--- config.mk ---
export PLATFORM = sky130hd
export DESIGN_NAME = pe_mac_os
export DESIGN_NICKNAME = d
export VERILOG_FILES = /design/src/rtl/pe_mac_os.sv
export SDC_FILE = /design/constraint.sdc
export NUM_CORES = 1
export LEC_CHECK = 0
export CORE_MARGIN = 5
export CORE_UTILIZATION = 45
export CTS_CLUSTER_DIAMETER = 30
export DETAILED_ROUTE_END_ITERATION = 8
export GPL_ROUTABILITY_DRIVEN = 0
export GPL_TIMING_DRIVEN = 0
export HOLD_SLACK_MARGIN = 0.03
export PLACE_DENSITY = 0.77
export SKIP_CTS_REPAIR_TIMING = 1
export SYNTH_ARGS = -nofsm -noshare
export SYNTH_HDL_FRONTEND = slang
export SYNTH_SLANG_ARGS = --single-unit
export TNS_END_PERCENT = 50
--- constraint.sdc ---
create_clock -name clk -period 8.9 [get_ports clk]
set_clock_uncertainty 0.05 [all_clocks]
set_input_delay 1.78 -clock clk [delete_from_list [all_inputs] [get_ports clk]]
set_output_delay 1.78 -clock clk [all_outputs]
set_load 0.005 [all_outputs]
--- src/rtl/pe_mac_os.sv ---
// pe_mac_os: output-stationary MAC processing element with valid-qualified operand forwarding and a drain shift chain
module pe_mac_os #(
    parameter int DATA_W = 8,
    parameter int ACC_W  = 32,
    parameter bit SIGNED = 1'b1,
    parameter bit SAT_EN = 1'b1
) (
    input  logic              clk,
    input  logic              rst_n,
    input  logic [DATA_W-1:0] a_in,
    input  logic              a_valid_in,
    input  logic [DATA_W-1:0] b_in,
    input  logic              b_valid_in,
    input  logic              acc_clr,
    output logic [DATA_W-1:0] a_out,
    output logic              a_valid_out,
    output logic [DATA_W-1:0] b_out,
    output logic              b_valid_out,
    input  logic              drain_en,
    input  logic [ACC_W-1:0]  drain_in,
    input  logic              drain_valid_in,
    output logic [ACC_W-1:0]  drain_out,
    output logic              drain_valid_out,
    output logic              sat_flag
);
    localparam int PW = 2 * DATA_W;
    localparam int SW = ACC_W + 1;

    typedef enum logic [1:0] {ACC = 2'd0, DRAIN_SELF = 2'd1, DRAIN_FWD = 2'd2} state_t;

    state_t                  state, state_nxt;
    logic                    mac;
    logic signed [PW-1:0]    a_s, b_s, prod_s;
    logic        [PW-1:0]    prod_u, prod;
    logic        [SW-1:0]    prod_ext, acc_ext, sum;
    logic        [ACC_W-1:0] acc, sat_val, acc_sum;
    logic                    ovf, sat_hit;
    logic        [ACC_W-1:0] drain_nxt;
    logic                    drain_valid_nxt;

    if (ACC_W < 2 * DATA_W) begin : g_acc_w_chk
        $error("pe_mac_os: ACC_W must be at least 2*DATA_W");
    end

    assign mac = a_valid_in & b_valid_in & (state == ACC) & ~drain_en;

    // full-width product and one-bit-wider sum so overflow is a simple top-bit test
    always_comb begin
        a_s      = PW'($signed(a_in));
        b_s      = PW'($signed(b_in));
        prod_s   = a_s * b_s;
        prod_u   = PW'(a_in) * PW'(b_in);
        prod     = SIGNED ? prod_s : prod_u;
        prod_ext = SIGNED ? SW'($signed(prod)) : SW'(prod);
        acc_ext  = SIGNED ? SW'($signed(acc)) : SW'(acc);
        sum      = acc_ext + prod_ext;
        ovf      = SIGNED ? (sum[ACC_W] ^ sum[ACC_W-1]) : sum[ACC_W];
        sat_val  = SIGNED ? {sum[ACC_W], {(ACC_W-1){~sum[ACC_W]}}} : {ACC_W{1'b1}};
        sat_hit  = SAT_EN & ovf;
        acc_sum  = sat_hit ? sat_val : sum[ACC_W-1:0];
    end

    // drain state register
    always_ff @(posedge clk or negedge rst_n) begin
        if (!rst_n) state <= ACC;
        else        state <= state_nxt;
    end

    // first drain cycle snapshots own acc, later cycles pass the north word through
    always_comb begin
        state_nxt = drain_en ? ((state == ACC) ? DRAIN_SELF : DRAIN_FWD) : ACC;
    end

    // drain chain next values; word holds when not draining
    always_comb begin
        drain_valid_nxt = drain_en & ((state == ACC) | drain_valid_in);
        drain_nxt       = !drain_en ? drain_out : (state == ACC) ? acc : drain_in;
    end

    // drain chain output registers
    always_ff @(posedge clk or negedge rst_n) begin
        if (!rst_n) begin
            drain_out       <= '0;
            drain_valid_out <= 1'b0;
        end else begin
            drain_out       <= drain_nxt;
            drain_valid_out <= drain_valid_nxt;
        end
    end

    // operand forwarding: valids every cycle, data only on valid beats
    always_ff @(posedge clk or negedge rst_n) begin
        if (!rst_n) begin
            a_out       <= '0;
            b_out       <= '0;
            a_valid_out <= 1'b0;
            b_valid_out <= 1'b0;
        end else begin
            a_valid_out <= a_valid_in;
            b_valid_out <= b_valid_in;
            if (a_valid_in) a_out <= a_in;
            if (b_valid_in) b_out <= b_in;
        end
    end

    // accumulator and sticky saturation flag, only touched while accumulating
    always_ff @(posedge clk or negedge rst_n) begin
        if (!rst_n) begin
            acc      <= '0;
            sat_flag <= 1'b0;
        end else if (state == ACC && !drain_en) begin
            if (acc_clr) begin
                acc      <= mac ? prod_ext[ACC_W-1:0] : '0;
                sat_flag <= 1'b0;
            end else if (mac) begin
                acc      <= acc_sum;
                sat_flag <= sat_flag | sat_hit;
            end
        end
    end
endmodule
* Word level (Yosys, flattened, before mapping) *
Cells that the tools add are included.

cells by class
  multiply operators = 1
  reduce and logical (&&, ||, !) cells = 5
  bitwise gates (word level) = 9
  add/sub/neg operators = 1
  muxes and demuxes = 9

operators by type and width
  cell                 number
  $mux W32             5
  $add A32 B16 Y33     1
  $mul A8 B8 Y16       1
  $and A1 B1 Y1        4
  $mux W2              2
  $logic_not A2 Y1     1
  $mux W1              2
  $not A1 Y1           2
  $or A1 B1 Y1         2
  $reduce_and A2 Y1    1
  $reduce_bool A2 Y1   1
  $logic_and A1 B1 Y1  1
  $logic_not A1 Y1     1
  $xor A1 B1 Y1        1

word-level totals
  word-level logic and storage cells = 34
  output and inout bits = 52
  bits in registers = 86
  bits of input ports = 55

* Logic depth before layout (Yosys ltp) *
Gate-level depths: netlist (run 1).

  depth after elaboration = 6
  gate-level depth with buffers = 28
  depth with buffers taken out = 25

* Worst setup path before layout (run 1) *
Ideal clock, no wire load.

  kind = input port to flip-flop
  start point = in a_in[7]
  end point = reg acc[29]
  path buffers = 3
  required time = 8.726 ns
  setup time = 0.124 ns
  cell stages on the path = 28
  arrival = 8.476 ns
  path slack = 0.250 ns
  path through = clkbuf_1 -> and2_1 -> fa_1 -> inv_1 -> fa_1 -> inv_1 -> fa_1 -> inv_1 -> fa_1 -> inv_1 -> ha_1 -> o21ai_0 -> o211ai_1 -> a311oi_1 -> o21bai_1 -> a21oi_1 -> xnor2_1 -> ha_1 -> buf_2 -> a21oi_1 -> o21ai_1 -> and3_1 -> o32a_1 -> a21o_4 -> mux2i_2 -> a211oi_4 -> buf_6 -> a21oi_1

on the way
  word-level cells in the longest chain between the ends = 6
  elaborated cells on any way between the ends = 8
  classes of those cells = add/sub: 1; mul: 1; mux: 4; bitwise: 2

RTL lines
  element                                      RTL line  source
  from (decl)                                  10        input logic [DATA_W-1:0] a_in,
  $mul A8 B8 Y16 *                             51        prod_s = a_s * b_s;
  $add A32 B16 Y33                             56        sum = acc_ext + prod_ext;
  $xor A1 B1 Y1 or $not A1 Y1 (tied branches)  57, 58
  $mux W32                                     60        acc_sum = sat_hit ? sat_val : sum[ACC_W-1:0];
  $mux W32                                     115       end else if (mac) begin
  $mux W32 *                                   112       if (acc_clr) begin
  to (signal assigned)                         113       acc <= mac ? prod_ext[ACC_W-1:0] : '0;
  to (signal assigned)                         116       acc <= acc_sum;
  to (decl)                                    36        logic [ACC_W-1:0] acc, sat_val, acc_sum;

Every way passes the cells marked *; elsewhere a longest branch is shown, timed or not. The select of a mux whose other input is x is not followed.
A chain may end at the register's enable or synchronous reset.

* Final worst setup path (run 1) *
  start point = in b_in[4]
  end point = reg acc[12]

on the way
  word-level cells in the longest chain between the ends = 6
  elaborated cells on any way between the ends = 8
  classes of those cells = add/sub: 1; mul: 1; mux: 4; bitwise: 2

RTL lines
  element                                      RTL line  source
  from (decl)                                  12        input logic [DATA_W-1:0] b_in,
  $mul A8 B8 Y16 *                             51
  $add A32 B16 Y33                             56
  $xor A1 B1 Y1 or $not A1 Y1 (tied branches)  57, 58
  $mux W32                                     60
  $mux W32                                     115
  $mux W32 *                                   112

Marks and branches as above.

==> results.json, run 1 <==
{
  "cts.htree.levels": 3,
  "final_cells": 1236,
  "vias_per_cell": 5.458,
  "start_kind": "input port",
  "ys.flop_type": "dfrtp_1",
  "synthSimpleGateAreaFrac_pct": 14.89,
  "hold_viol_final": 0,
  "relSlewSlack_pct": 51.05,
  "synthAdderAreaFrac_pct": 23.79,
  "tightest_slew_ns": 0.7343,
  "synth_common_cells": "inv_1, a21oi_1, dfrtp_1, nor2_1, nand2_1",
  "fmax_mhz": 118.6,
  "antenna_cells": 0,
  "grt_pass1_vias": 6574,
  "antenna_left": 0,
  "synthesis.area_sq_um": 7973,
  "die_x_um": 143.1,
  "synth_nets": 1061,
  "clkTransAtPathRegs_ns": 0.06,
  "slowest_stage": "fa_1",
  "yosys.area_share.xor_xnor_pct": 4.834,
  "wirelength_mm": 20.01,
  "portBuffers": 103,
  "cts_tree": "done",
  "cts_max_path_buffers": 2,
  "drt-wirelength-per-cell_um": 16.19,
  "crit_start": "b_in[4]",
  "synth-compound-area-share_pct": 16.51,
  "grt_overflow": 0,
  "whs_ns": 0.4551,
  "grt_pass1_wl_mm": 32.52,
  "crit-reg2reg-launch": "acc[0]",
  "die_h_um": 143.1,
  "timing.final.ws_setup_ns": 0.4690,
  "nNetsFinal": 1180,
  "ys_ff_latch": 86,
  "gr-usage-all-layers_pct": 19.65,
  "synth_top_area_share_pct": 26.99,
  "max_stage_delay_ns": 0.54,
  "critPathKind": "input port to register",
  "yosysSeqAreaShare_pct": 26.99,
  "ys_types": 61,
  "ios": 107,
  "rsz0062_at_grt": "false",
  "cts_root_buf": "clkbuf_16",
  "drt_iter0_markers": 408,
  "area_growth_pct": 21.75,
  "hold_class": "register to register",
  "antenna_found_initial": 0,
  "insertion_delay_ns": 0.35,
  "yosysWarnings": 0,
  "via_count": 6746,
  "hpwl_mm": 15.72,
  "period_share_pct": 94.73,
  "synth_mux_area_share_pct": 6.591,
  "grt_max_degree": 52,
  "critPathMaxFanout": 18,
  "synth_cells": 888,
  "period_needed_ns": 8.431,
  "syn_area_per_cell_sq_um": 8.978,
  "die-area_sq_um": 20480,
  "coreArea_sq_um": 17360,
  "synthTopCellsByArea": "dfrtp_1, fa_1, ha_1",
  "synth-edff-count": 0,
  "clkSinkCount": 86,
  "drc": 0,
  "status": "complete, no violations",
  "crit_path_end_kind": "register",
  "yosysTopAreaCell": "dfrtp_1",
  "synth_async_sr_flop_share_pct": 100.0,
  "synth_top_family_by_area": "adder cells",
  "numCtsBuffers": 9,
  "synth.most_common_cell": "inv_1",
  "finalMaxSlewViolations": 0,
  "dp.cells": 1218,
  "worstPathArrival_ns": 8.64,
  "setup_viol": 0,
  "utilization_pct": 55.93,
  "min-delay-start": "a_out[0]",
  "crit_required_ns": 9.11,
  "drv_cap": 0,
  "first_pass_iters": 5,
  "initial_core_util_pct": 45.93,
  "std_cell_rows": 48,
  "drive_above_1_share_pct": 6.627,
  "place_ws_ns": -0.4113
}
## layout make-up
| type | count | area (sq um) |
|---|---|---|
| plain buffers | 33 | 152.6 |
| clock buffers | 9 | 225.2 |
| clock inverters | 6 | 70.07 |
| fillers | 1545 | 7650 |
| inverters | 96 | 360.3 |
| multi-input cells | 672 | 5326 |
| flip-flops and latches | 86 | 2152 |
| well taps | 225 | 281.5 |
| repair buffers | 109 | 1139 |
## path summary, 6_finish.rpt
check                      endpoint  slack (ns)  cells after the start
setup / recovery            acc[12]        0.47                     29
hold / removal             a_out[0]        0.46                      1
setup reg to reg            acc[28]        5.58                     10
hold reg to reg            a_out[0]        0.46                      1
max in group asynchronous  b_out[2]        6.82                      2
min in group asynchronous    acc[7]        1.35                      1
## stage by stage
step	setup TNS, ns	area, sq um
floorplan	0	7973
global placement	-51.24	9285
detailed placement	-10.60	9333
CTS	-1.189	9628
global route	0	9707
finish	0	9707
## layer usage
| metal | vias to the layer above | track usage, % | share of wire, % |
|---|---|---|---|
| li1 | 3254 | - | - |
| met1 | 3268 | 27.23 | 46 |
| met2 | 203 | 31.78 | 45 |
| met3 | 21 | 3.985 | 7.2 |
| met4 | 0 | 4.752 | 1.6 |
| met5 | - | 0 | 0 |
## critical path: cells and delay by family
family	cells	cell delay, ns
buffers and inverters	8	1.11
xor gates and xnor gates	1	0.18
AOI/OAI and AO/OA	8	1.68
adders and majority gates	6	2.70
and+or+nand+nor	6	1.16
## flip-flops by register name (all words and copies together) (netlist names)
signal / count
b_out: 8
acc: 32
a_valid_out: 1
sat_flag: 1
b_valid_out: 1
drain_out: 32
drain_valid_out: 1
state: 2
a_out: 8
## cell families after synthesis
group / count (synthesis)
buffers and inverters: 130
flip-flops: 86
adder cells (fa/ha/maj): 118
XOR/XNOR: 44
multiplexers: 50
AND/OR/NAND/NOR: 254
AO/OA/AOI/OAI: 206
## placed cells by master (no fill, tap or decap), types with 7 or more instances in the layout
cell             count
inv_1               96
a21oi_1             87
clkdlybuf4s50_1     87
dfrtp_1             86
nor2_1              84
nand2_1             74
ha_1                61
fa_1                56
and2_1              44
mux2i_1             32
xnor2_1             30
o21ai_0             23
clkbuf_1            20
mux2_2              17
a31oi_1             17
a21o_1              16
dlymetal6s2s_1      15
xor2_1              13
o211ai_1            11
nor2b_1             11
nand3_1              9
clkbuf_16            9
nand4_1              8
buf_2                7
buf_4                7
Power of run 1 is left out: the tool's default activity adds up to more than one toggle a clock period on the data nets, which glitch-free logic cannot reach.
==> inputs of run 2 (changes only) <==
--- a/config.mk
+++ b/config.mk
@@ -12,7 +12,7 @@
 export GPL_ROUTABILITY_DRIVEN = 0
 export GPL_TIMING_DRIVEN = 0
 export HOLD_SLACK_MARGIN = 0.03
-export PLACE_DENSITY = 0.77
+export PLACE_DENSITY = 0.7
 export SKIP_CTS_REPAIR_TIMING = 1
 export SYNTH_ARGS = -nofsm -noshare
 export SYNTH_HDL_FRONTEND = slang
==> constraint.sdc (replaced) <==
create_clock -name clk -period 7.6 [get_ports clk]
set_clock_uncertainty 0.05 [all_clocks]
set_input_delay 1.52 -clock clk [delete_from_list [all_inputs] [get_ports clk]]
set_output_delay 1.52 -clock clk [all_outputs]
set_load 0.005 [all_outputs]
==> run 2 against run 1 <==
The flow now finishes with violations (setup timing); utilization rose by 4.3 points; worst hold slack improved by 0.0035 ns; wire length rose by 7.1%; setup slack got worse by 0.56 ns; sequential share of layout area fell by 1.6 points; final cell count rose by 1.4%; highest routed layer unchanged.
==> results.json, run 2 (same netlist as run 1, synthesis figures left out) <==
{
  "grt_pass1_wl_mm": 33.14,
  "critPathKind": "input port to register",
  "numCtsBuffers": 9,
  "die_h_um": 143.1,
  "tightest_slew_ns": 0.7346,
  "utilization_pct": 60.23,
  "critPathMaxFanout": 9,
  "ios": 107,
  "cts.htree.levels": 3,
  "antenna_found_initial": 0,
  "std_cell_rows": 48,
  "multi_input_area_sq_um": 5856,
  "final_common_cell": "inv_1",
  "grt_max_degree": 69,
  "finalMaxSlewViolations": 0,
  "violations": "setup timing",
  "max_stage_delay_ns": 0.55,
  "drive_above_1_share_pct": 15.66,
  "min-delay-start": "b_out[0]",
  "antenna_cells": 0,
  "via_count": 6829,
  "nFillCells": 1497,
  "whs_endpoint": "b_out[0]",
  "seq_area_sq_um": 2152,
  "period_share_pct": 101.2,
  "layout_common_cells": "inv_1, clkdlybuf4s50_1, dfrtp_1, nor2_1, a21oi_1",
  "worstRegToRegCells": 12,
  "start_kind": "input port",
  "timing.final.ws_setup_ns": -0.09171,
  "cts_max_path_buffers": 2,
  "initial_core_util_pct": 45.93,
  "crit_path_end_kind": "register",
  "grt_pass1_vias": 6522,
  "first_pass_iters": 5,
  "clkTransAtPathRegs_ns": 0.07,
  "grt_overflow": 0,
  "crit_family": "adder cells",
  "wirelength_mm": 21.43,
  "vias_per_cell": 5.450,
  "drt_iter0_markers": 334,
  "setup_viol": 30,
  "hpwl_mm": 15.55,
  "antenna_left": 0,
  "area_growth_pct": 31.12,
  "reg_top3": "acc: 32 flops, drain_out: 32 flops",
  "min_path_cells": 1,
  "status": "finished, violations left",
  "die-area_sq_um": 20480,
  "period_needed_ns": 7.692,
  "portBuffers": 103,
  "slowest_stage": "fa_1",
  "worstPathArrival_ns": 7.88,
  "place_ws_ns": -1.444,
  "fmax_mhz": 130.0,
  "crit_required_ns": 7.78,
  "hold_viol_final": 0,
  "relSlewSlack_pct": 50.84,
  "gr-usage-all-layers_pct": 20.15,
  "drv_cap": 0,
  "ff2ff_setup_slack_ns": 4.43,
  "cp_num_buf_inv": 9,
  "coreArea_sq_um": 17360,
  "insertion_delay_ns": 0.36,
  "clkSinkCount": 86,
  "cts_root_buf": "clkbuf_16",
  "hold_class": "register to register",
  "rsz0062_at_grt": "true",
  "nNetsFinal": 1196,
  "rr_endpoint": "acc[28]",
  "drt-wirelength-per-cell_um": 17.10,
  "crit-reg2reg-launch": "acc[0]",
  "cts_tree": "done",
  "die_x_um": 143.1,
  "drc": 0
}
[run 2: changes by cell type in the layout (fill, tap and decap cells not counted), sizes merged]
cell | previous run | this run
bufinv | 1 | 2
clkinvlp | 3 | 2
clkbuf | 31 | 41
buf | 18 | 37
dlymetal6s2s | 15 | 0
clkinv | 0 | 1
xnor2 | 31 | 33
[run 2: stage by stage]
| stage | TNS [ns] | cells | area [sq um] | hold slack (ns) |
|---|---|---|---|---|
| 2_1_floorplan | 0 | 888 | 8043 | 0.4555 |
| 3_3_place_gp | -40.30 | 1216 | 9355 | 0.4395 |
| 3_5_place_dp | -43.84 | 1217 | 9380 | 0.4454 |
| 4_1_cts | -32.00 | 1233 | 9709 | 0.4613 |
| 5_1_grt | -8.520 | 1253 | 10450 | 0.4843 |
| 6_report | -1.568 | 1253 | 10450 | 0.4586 |
[run 2: area by class of cell]
cell class,count,area share (%)
buffer,30,1.831
clock buffer,9,2.154
tap,225,2.693
timing repair buffer,126,12.28
multi-input combinational,674,56.01
clock inverter,7,0.9934
inverter,96,3.447
sequential,86,20.59
[run 2: worst max-delay path by stage]
stage	startpoint	to	cells past startpoint
final	b_in[4]	acc[28]	30
after detailed placement	b_in[4]	acc[25]	28
after floorplan	a_in[7]	acc[29]	27
after global routing	a_in[0]	acc[26]	30
after CTS	b_in[7]	acc[29]	26
after global placement	b_in[7]	acc[29]	26
[run 2: worst reg2reg max path, delay by kind of cell, from the launching register on]
kind,cells,cell delay (ns)
adder cells (fa/ha/maj),2,0.70
flip-flops,1,0.44
AO/OA/AOI/OAI,7,1.46
multiplexers,1,0.10
buffers and inverters,2,0.27
[run 2: metal layers]
layer	GRT usage (%)	routed length [um]	vias to the layer above
met5	0	0	-
met4	3.502	410	0
met3	4.086	1327	35
met2	32.27	9754	217
met1	28.78	9939	3285
li1	-	-	3292
Power of run 2 is left out for the same reason.
